`src/rtl/dds_multichan.sv`:
```
// ---------------------------------------------------------------------------------------------
// dds_multichan
//   Multi-channel direct digital synthesiser. NCH phase accumulators advance together on a
//   shared sample-rate tick. Each channel produces a saw, triangle, square or DC sample from
//   its accumulated phase plus a per-channel offset. The per-channel settings sit in shadow
//   registers written over a 16-bit register bus. At the next tick after a commit they are
//   copied into the active set, so a retune never lands half-way through a sample.
//
// Ports
//   clk          clock
//   rstn         asynchronous active-low reset
//   wr_i         register write strobe (one write per cycle)
//   waddr_i      register address
//   wdata_i      register write data
//   dout_o       samples, channel c at [c*DOUT_W +: DOUT_W]
//   out_valid_o  one-cycle pulse: dout_o was updated this cycle
//
// Register map
//   0x00          CTRL  b0 run, b1 commit (self-clear), b2 phase_clr (self-clear)
//   0x02          DIV   tick every DIV+1 clocks
//   0x20+0x10*c   +0 FREQ_LO, +1 FREQ_HI, +2 POFS, +3 MODE (b1:0 wave, b2 enable), +4 DUTY
// ---------------------------------------------------------------------------------------------
module dds_multichan #(
   parameter int unsigned NCH         = 4,
   parameter int unsigned PHASE_W     = 24,
   parameter int unsigned DOUT_W      = 6,
   parameter bit          AUTO_COMMIT = 1'b0
) (
   input  logic                  clk,
   input  logic                  rstn,
   input  logic                  wr_i,
   input  logic [15:0]           waddr_i,
   input  logic [15:0]           wdata_i,
   output logic [NCH*DOUT_W-1:0] dout_o,
   output logic                  out_valid_o
);

   localparam int unsigned PofsShift = PHASE_W - 16;

   logic           ctrl_we;
   logic           div_we;
   logic [NCH-1:0] ch_we;
   logic           shadow_we;
   logic           tick;

   logic           run_q, run_d;
   logic [15:0]    div_q, div_d;
   logic [15:0]    cnt_q, cnt_d;
   logic           commit_pend_q, commit_pend_d;
   logic           clr_pend_q, clr_pend_d;
   logic           out_valid_q;

   assign ctrl_we   = wr_i && (waddr_i == 16'h0000);
   assign div_we    = wr_i && (waddr_i == 16'h0002);
   assign shadow_we = |ch_we;
   assign tick      = run_q && (cnt_q == div_q);

   // ------------------------------------------------------------------------------------------
   // Global control: run flag, divider, pending commit / phase clear
   // ------------------------------------------------------------------------------------------
   always_comb begin
      run_d         = run_q;
      div_d         = div_q;
      cnt_d         = cnt_q;
      commit_pend_d = commit_pend_q;
      clr_pend_d    = clr_pend_q;

      if (ctrl_we) begin
         run_d = wdata_i[0];
      end
      if (div_we) begin
         div_d = wdata_i;
      end

      if (div_we) begin
         cnt_d = '0;
      end else if (run_q) begin
         cnt_d = tick ? '0 : cnt_q + 16'd1;
      end

      // A request arriving in the tick cycle must survive that tick's clear; it belongs to
      // the following tick.
      commit_pend_d = (commit_pend_q && !tick) || (ctrl_we && wdata_i[1]) ||
                      (AUTO_COMMIT && shadow_we);
      clr_pend_d    = (clr_pend_q && !tick) || (ctrl_we && wdata_i[2]);
   end

   always_ff @(posedge clk or negedge rstn) begin
      if (!rstn) begin
         run_q         <= 1'b1;
         div_q         <= '0;
         cnt_q         <= '0;
         commit_pend_q <= 1'b0;
         clr_pend_q    <= 1'b0;
         out_valid_q   <= 1'b0;
      end else begin
         run_q         <= run_d;
         div_q         <= div_d;
         cnt_q         <= cnt_d;
         commit_pend_q <= commit_pend_d;
         clr_pend_q    <= clr_pend_d;
         out_valid_q   <= tick;
      end
   end

   assign out_valid_o = out_valid_q;

   // ------------------------------------------------------------------------------------------
   // Per-channel shadow/active registers, accumulator and waveform generator
   // ------------------------------------------------------------------------------------------
   for (genvar c = 0; c < NCH; c++) begin : g_ch
      localparam logic [3:0] ChNib = 4'(c + 2);

      logic [15:0]         flo_q, flo_d;
      logic [15:0]         fhi_q, fhi_d;
      logic [15:0]         pofs_q, pofs_d;
      logic [2:0]          mode_q, mode_d;
      logic [15:0]         duty_q, duty_d;

      logic [PHASE_W-1:0]  freq_act_q, freq_act_d;
      logic [15:0]         pofs_act_q, pofs_act_d;
      logic [2:0]          mode_act_q, mode_act_d;
      logic [15:0]         duty_act_q, duty_act_d;

      logic [PHASE_W-1:0]  acc_q, acc_d;
      logic [DOUT_W-1:0]   samp_q, samp_d;

      logic [PHASE_W-1:0]  freq_sh;
      logic [PHASE_W-1:0]  freq_e;
      logic [15:0]         pofs_e;
      logic [2:0]          mode_e;
      logic [15:0]         duty_e;
      logic [PHASE_W-1:0]  acc_n;
      logic [PHASE_W-1:0]  phase;
      logic [PHASE_W-1:0]  tri_src;
      logic [15:0]         t_top;
      logic [DOUT_W-1:0]   wave;

      assign ch_we[c] = wr_i && (waddr_i[15:8] == 8'h00) && (waddr_i[7:4] == ChNib) &&
                        (waddr_i[3:0] <= 4'd4);

      assign freq_sh = PHASE_W'({fhi_q, flo_q});

      // Shadow register writes
      always_comb begin
         flo_d  = flo_q;
         fhi_d  = fhi_q;
         pofs_d = pofs_q;
         mode_d = mode_q;
         duty_d = duty_q;
         if (ch_we[c]) begin
            unique case (waddr_i[3:0])
               4'd0:    flo_d  = wdata_i;
               4'd1:    fhi_d  = wdata_i;
               4'd2:    pofs_d = wdata_i;
               4'd3:    mode_d = wdata_i[2:0];
               4'd4:    duty_d = wdata_i;
               default: ;
            endcase
         end
      end

      // On a committing tick the shadow values drive this very sample, so new settings show
      // up on the first out_valid after the commit takes effect.
      always_comb begin
         freq_e  = commit_pend_q ? freq_sh : freq_act_q;
         pofs_e  = commit_pend_q ? pofs_q  : pofs_act_q;
         mode_e  = commit_pend_q ? mode_q  : mode_act_q;
         duty_e  = commit_pend_q ? duty_q  : duty_act_q;

         if (!mode_e[2] || clr_pend_q) begin
            acc_n = '0;
         end else begin
            acc_n = acc_q + freq_e;
         end

         phase   = acc_n + (PHASE_W'(pofs_e) << PofsShift);
         t_top   = phase[PHASE_W-1 -: 16];
         // Drop the MSB and take the next DOUT_W bits; the shift keeps the slice in range
         // even when DOUT_W reaches PHASE_W-1.
         tri_src = phase << 1;

         unique case (mode_e[1:0])
            2'd0:    wave = phase[PHASE_W-1 -: DOUT_W];
            2'd1:    wave = phase[PHASE_W-1] ? ~tri_src[PHASE_W-1 -: DOUT_W]
                                              :  tri_src[PHASE_W-1 -: DOUT_W];
            2'd2:    wave = (t_top < duty_e) ? {DOUT_W{1'b1}} : '0;
            default: wave = duty_e[15 -: DOUT_W];
         endcase

         freq_act_d = freq_act_q;
         pofs_act_d = pofs_act_q;
         mode_act_d = mode_act_q;
         duty_act_d = duty_act_q;
         acc_d      = acc_q;
         samp_d     = samp_q;
         if (tick) begin
            freq_act_d = freq_e;
            pofs_act_d = pofs_e;
            mode_act_d = mode_e;
            duty_act_d = duty_e;
            acc_d      = acc_n;
            samp_d     = mode_e[2] ? wave : '0;
         end
      end

      always_ff @(posedge clk or negedge rstn) begin
         if (!rstn) begin
            flo_q      <= '0;
            fhi_q      <= '0;
            pofs_q     <= '0;
            mode_q     <= 3'b100;
            duty_q     <= 16'h8000;
            freq_act_q <= '0;
            pofs_act_q <= '0;
            mode_act_q <= 3'b100;
            duty_act_q <= 16'h8000;
            acc_q      <= '0;
            samp_q     <= '0;
         end else begin
            flo_q      <= flo_d;
            fhi_q      <= fhi_d;
            pofs_q     <= pofs_d;
            mode_q     <= mode_d;
            duty_q     <= duty_d;
            freq_act_q <= freq_act_d;
            pofs_act_q <= pofs_act_d;
            mode_act_q <= mode_act_d;
            duty_act_q <= duty_act_d;
            acc_q      <= acc_d;
            samp_q     <= samp_d;
         end
      end

      assign dout_o[c*DOUT_W +: DOUT_W] = samp_q;
   end

endmodule

```
`config.mk`:
```
export PLATFORM = sky130hd
export DESIGN_NAME = dds_multichan
export DESIGN_NICKNAME = d
export VERILOG_FILES = /design/src/rtl/dds_multichan.sv
export SDC_FILE = /design/constraint.sdc
export NUM_CORES = 2
export LEC_CHECK = 0
export ABC_AREA = 1
export BUFFER_PORTS_ARGS = -buffer_cell sky130_fd_sc_hd__buf_2
export CORE_MARGIN = 10
export CORE_UTILIZATION = 25
export CTS_CLUSTER_DIAMETER = 50
export DETAILED_ROUTE_END_ITERATION = 10
export PLACE_DENSITY = 0.44
export SETUP_SLACK_MARGIN = 0.3
export SLEW_MARGIN = 20
export SYNTH_ARGS = -nofsm -noshare
export SYNTH_HDL_FRONTEND = slang
export SYNTH_SLANG_ARGS = --single-unit
```
`constraint.sdc`:
```
create_clock -name clk -period 6.5 [get_ports clk]
set_input_delay 0.325 -clock clk [delete_from_list [all_inputs] [get_ports clk]]
set_output_delay 0.325 -clock clk [all_outputs]
set_load 0.05 [all_outputs]
```
# Word-level counts from Yosys, hierarchy flattened
# Index checks and enable logic that the tools add are counted.
dict set report word_totals {
  ff_bits 628
  input_bits 35
  out_inout_bits 25
}
dict set report classes {
  add_sub_neg 9
  order_cmp 5
  n_eq_ne 18
  muxes 39
  n_bitwise 4
  reduce_logical 55
}
# op count
set op_table {}
lappend op_table {{$add A24 B24 Y24} 8}
lappend op_table {{$mux W24} 8}
lappend op_table {{$mux W16} 11}
lappend op_table {{$mux W6} 12}
lappend op_table {{$pmux W6 S3} 4}
lappend op_table {{$lt A16 B16 Y1} 4}
lappend op_table {{$reduce_and A2 Y1} 20}
lappend op_table {{$not A6 Y6} 4}
lappend op_table {{$add A16 B1 Y16 const B} 1}
lappend op_table {{$eq A16 B16 Y1} 1}
lappend op_table {{$eq A16 B2 Y1 const B} 1}
lappend op_table {{$eq A4 B2 Y1 const B} 4}
lappend op_table {{$logic_and A1 B1 Y1} 16}
lappend op_table {{$logic_not A16 Y1} 1}
lappend op_table {{$eq A4 B3 Y1 const B} 3}
lappend op_table {{$mux W3} 4}
lappend op_table {{$eq A2 B1 Y1 const B} 4}
lappend op_table {{$eq A2 B2 Y1 const B} 4}
lappend op_table {{$logic_not A2 Y1} 4}
lappend op_table {{$logic_not A8 Y1} 1}
lappend op_table {{$logic_or A1 B1 Y1} 6}
lappend op_table {{$logic_not A1 Y1} 5}
lappend op_table {{$eq A4 B1 Y1 const B} 1}
lappend op_table {{$le A4 B3 Y1 const B} 1}
lappend op_table {{other kinds (2)} 2}

# Logic depth before layout (Yosys ltp)
dict set report logic_depth {
  word_depth 9
  ltp_mapped 45
}

# Worst setup path before layout
# Ideal clock, no wire load.
dict set report synth_path {
  path_kind {reg-to-reg}
  from {register commit_pend_q}
  to {register g_ch[3].samp_q[2]}
  setup_time_ns 0.118
  t_arrival_ns 5.363
  required_ns 6.382
  slack_ns 1.019
  path_stages_with_launch 41
  path_cell_list {dfrtp_1 buf_4 buf_6 buf_6 clkbuf_1 clkbuf_1 nand2_1 nand2_1 ha_1 a21oi_1 o21ai_0 a21o_1 inv_1 o21bai_1 a21oi_1 inv_1 or2_2 nand3_1 (+5 left out) nand3_1 nand3_1 o21ai_1 inv_1 nand3_2 nand2_4 ha_1 nand3_1 inv_1 nand3_1 nor3b_1 o21ai_1 nand2_1 nand2_1 a21oi_1 nand2_1 nand2_1 nand2_1}
}
dict set report synth_via {
  word_cells_on_any_way 18
  cone_classes {add/sub: 2; order compare: 1; eq/ne: 2; mux: 9; bitwise: 1; reduce/logical: 3}
}
# item line_no
set synth_lines {}
lappend synth_lines {{from (decl)} 49} ;# logic commit_pend_q, commit_pend_d;
lappend synth_lines {{from (signal assigned)} 100} ;# commit_pend_q <= commit_pend_d;
lappend synth_lines {{$mux W24 (*)} 166} ;# freq_e = commit_pend_q ? freq_sh : freq_act_q;
lappend synth_lines {{via g_ch[3].freq_e[3]} 129} ;# logic [PHASE_W-1:0] freq_e;
lappend synth_lines {{$add A24 B24 Y24 (*)} 174} ;# acc_n = acc_q + freq_e;
lappend synth_lines {{$mux W24 (*)} 171} ;# if (!mode_e[2] || clr_pend_q) begin
lappend synth_lines {{via g_ch[3].acc_n[10]} 133} ;# logic [PHASE_W-1:0] acc_n;
lappend synth_lines {{$add A24 B24 Y24 (*)} 177} ;# phase = acc_n + (PHASE_W'(pofs_e) << PofsShift);
lappend synth_lines {{$lt A16 B16 Y1 / $not A6 Y6 (equally long branches)} {187, 185}}
lappend synth_lines {{$mux W6 (on tied branches)} {187, 185}}
lappend synth_lines {{$pmux W6 S3 (*)} 183} ;# unique case (mode_e[1:0])
lappend synth_lines {{$mux W6 (*)} 203} ;# samp_d = mode_e[2] ? wave : '0;
lappend synth_lines {{to (signal assigned)} 231} ;# samp_q <= samp_d;
lappend synth_lines {{to (decl)} 126} ;# logic [DOUT_W-1:0] samp_q, samp_d;
# Mark *: on every way through the listed nets, which the timed path passes. The rest lies on a longest branch.
# A chain may end at the register's enable or synchronous reset.

# Final worst setup path
dict set report layout_path {
  from {register commit_pend_q}
  to {register g_ch[0].samp_q[0]}
}
dict set report layout_via {
  word_cells_on_any_way 18
  cone_classes {add/sub: 2; order compare: 1; eq/ne: 2; mux: 9; bitwise: 1; reduce/logical: 3}
}
# item line_no
set layout_lines {}
lappend layout_lines {{$mux W24 (*)} 166}
lappend layout_lines {{via g_ch[0].freq_e[11]} 129}
lappend layout_lines {{$add A24 B24 Y24 (*)} 174}
lappend layout_lines {{$mux W24 (*)} 171}
lappend layout_lines {{via g_ch[0].acc_n[18]} 133}
lappend layout_lines {{$add A24 B24 Y24 (*)} 177}
lappend layout_lines {{$lt A16 B16 Y1} 187} ;# 2'd2: wave = (t_top < duty_e) ? {DOUT_W{1'b1}} : '0;
lappend layout_lines {{$mux W6} 187}
lappend layout_lines {{$pmux W6 S3 (*)} 183}
lappend layout_lines {{$mux W6 (*)} 203}
lappend layout_lines {{to (signal assigned)} 231}
lappend layout_lines {{to (decl)} 126}
# Marked as above.

==> out/qor.txt <==
hold_sp -> waddr_i[11]
crit start category -> register
dominant cells by area after synthesis -> dfrtp_1 (42%), nand2_1 (20%), ha_1 (7.3%), o21ai_0 (6.8%), a21oi_1 (3.5%)
Clock Tree Root -> clkbuf_16
Reg-to-Reg End -> g_ch[0].samp_q[0]
final hold vios -> 0
Area growth, synth to finish -> 16.8%
reg2reg start -> commit_pend_q
MaxCap Viol Count -> 0
Min Hold Slack -> 0.228 ns
Die ar. -> 162000 sq um
Worst path max stage delay -> 0.53 ns
layout cells sized above 1 -> 8.67%
Async SR Flop Fraction -> 100%
list of most frequent post-synthesis cells -> nand2_1 (1959), dfrtp_1 (611), o21ai_0 (500), inv_1 (343), a21oi_1 (259)
Clock Sinks -> 628
Reg clk slew, reported paths -> 0.06 ns
Lkg Pwr -> 0.0226 uW
wire length per cell -> 17.1 um
r2r setup slk -> 0.78 ns
layout filler cell count -> 15800
worst hold path cell count -> 5
worst-skew pair later-pin latency -> 0.71 ns
Post-DP HPWL -> 77900 um
worst setup margin -> 0.784 ns
CTS tree -> built
drt drc -> 0
Synth top area share -> 41.7%
Setup CP Type -> register to register
count leader, synth -> nand2_1
deepest level of the CTS H-tree -> 3
Power per Cell Area -> 226 nW/um^2
Min Clock Period, post-route -> 5.72 ns
First-pass DRT Iterations -> 5
r2r worst-path depth -> 30
largest net degree at the start of global routing -> 129
cell accounting for the most synthesized area -> dfrtp_1
Syn Nets -> 5163
Final Setup Violations -> 0
setup TNS -> 0 ns
post-synthesis sequential area ratio -> 42.9%
Crit path depth -> 30
synthesized cell area -> 36700 sq um
Max Root-Sink Buffers -> 3
Final Max Tran Viols -> 0
Worst Path Buf+Inv -> 4
YS warnings -> 0
Post-synth EDFFs -> 0
TritonCTS buffer count -> 101
Die Span Y -> 403 um
Placer Congestion -> 0.879
clk_skew -> 0.0302 ns
CP arrival -> 6.30 ns
gr usage total -> 14.4%
IR drop worst, VDD -> 0.000205 V
# rows -> 140
crit-path leading delay family -> simple AND/OR/NAND/NOR gates
Final ANT Viol Nets -> 0
die width -> 403 um
core area -> 146000 sq um
critical path's slowest cell -> dfrtp_4
Starting Density -> 25.2%
DP Worst Slack -> 0.434 ns
syn_area_per_cell -> 7.48 sq um
largest fanout on the critical path -> 38
Initial DRC Count -> 2309
Remaining Overflow, GRT -> 0
end of the worst hold path -> cnt_q[9]
post-synth cell types -> 57
# IOs -> 60
vias after detailed routing -> 31800
Setup crit end kind -> register
vias in the first global route -> 30800
critical path required time -> 7.09 ns
fmax -> 175 MHz
Tcrit/Tclk final -> 87.9%
layout net count -> 5197
Port Buf Inserts -> 59
WL final -> 119000 um
first-pass GRT wire length -> 185000 um
Gate Count Post-Synth -> 4907
initial antenna violation count -> 16
most used cell, CP -> nand2_1
Synth Register Bits -> 628
Most used DFF post-synth -> dfrtp_1
vias per inst -> 4.57
Crit. Startpoint -> commit_pend_q
Hold Path Class -> input pin to register
slew margin rel. -> 24.2%
Tightest Pin Transition -> 1.13 ns
RSZ-0062 raised after global routing -> true
status -> completed
## kinds of logic (layout without fill, tap and decap cells)
family | after synthesis | after routing | synth area share [%]
and+or+nand+nor | 2497 | 2497 | 27.5
AOI/OAI and AO/OA | 871 | 871 | 12.4
DFF | 628 | 628 | 42.9
buffers and inverters | 553 | 674 | 6.01
adders and majority gates | 221 | 221 | 7.70
xor gates and xnor gates | 75 | 75 | 1.79
muxes | 62 | 62 | 1.69
other | 0 | 14 | 0
## power by group
part | internal (uW) | switching [uW] | leakage (uW)
Combinational | 27.7 | 197 | 0.0122
Clock | 3360 | 2170 | 0.00167
Sequential | 3910 | 0.609 | 0.00871
## registers in the layout, indices dropped and copies added (netlist names), 12 cells and up
register and flops:
g_ch.samp_q 24, g_ch.duty_act_q 64, g_ch.mode_q 12, g_ch.freq_act_q 96, g_ch.duty_q 64, g_ch.flo_q 64, g_ch.fhi_q 32, g_ch.pofs_q 64
g_ch.pofs_act_q 64, g_ch.acc_q 96, div_q 16, g_ch.mode_act_q 12, cnt_q 16
## worst max path at each step
stage                              endpoint  slack, ns
after floorplan           g_ch[3].samp_q[2]       1.02
after global placement    g_ch[2].samp_q[5]       0.48
after detailed placement  g_ch[0].samp_q[0]       0.43
after CTS                 g_ch[0].samp_q[0]       0.42
after global routing      g_ch[1].samp_q[2]       0.29
final                     g_ch[0].samp_q[0]       0.78
## metal layers
layer	share of wire (%)	routed length, um	global-route usage (%)	vias up
li1	-	-	-	16100
met1	49	58300	20.5	14900
met2	45	53400	22.7	633
met3	4.5	5360	1.92	150
met4	1.9	2210	3.88	2
met5	0.049	59	0.268	-
## cell usage in the layout (no fill, tap or decap), types with 19 or more instances in the layout
cell type and n:
xor2_1 40, ha_1 210, inv_6 20, inv_1 331, nor4_1 19, nor3_1 42
mux2i_1 61, a21oi_1 248, buf_4 49, xnor2_1 33, o21ai_1 33, nand3_1 161
clkbuf_16 102, nor2_1 190, nand4_1 30, inv_2 27, o21ai_0 496, buf_2 59
nand2_1 1954, dfrtp_1 610
## through the flow
stage / total power, uW / util, % / std cells / cell area [sq um]
after CTS: 9830 / 29.2 / 6938 / 42500
after global routing: 10000 / 29.4 / 6945 / 42800
after global placement: 4220 / 26.8 / 6747 / 39100
final: 9670 / 29.4 / 6959 / 42900
after detailed placement: 4220 / 26.8 / 6747 / 39100
after floorplan: 4020 / - / 4907 / 36700
## area by class of cell
class | instances | area, sq um | share of cell area (%)
Inverter | 363 | 1380 | 3.23
Multi-Input combinational cell | 3726 | 19000 | 44.3
Sequential cell | 628 | 15700 | 36.7
Clock buffer | 125 | 2700 | 6.29
Clock inverter | 65 | 741 | 1.73
Tap cell | 1917 | 2400 | 5.60
Timing Repair Buffer | 121 | 893 | 2.08
Antenna cell | 14 | 35.0 | 0.0818
## worst register-to-register path: cells and delay by family, from the launching register on
family,cells,cell delay (ns)
fa+ha+maj,3,1.06
flops,1,0.53
buf+inv,4,0.61
simple gates,15,1.89
compound gates,8,1.53
## repair_timing
action | 4_1_cts | 5_1_grt
hold buffers | 1 | 0
endpoints found under the hold margin | 92 | 0
buffers inserted | 0 | 6
resized for setup | 0 | 47
endpoints found under the setup margin | 0 | 24
(Power assumes the default switching activity.)
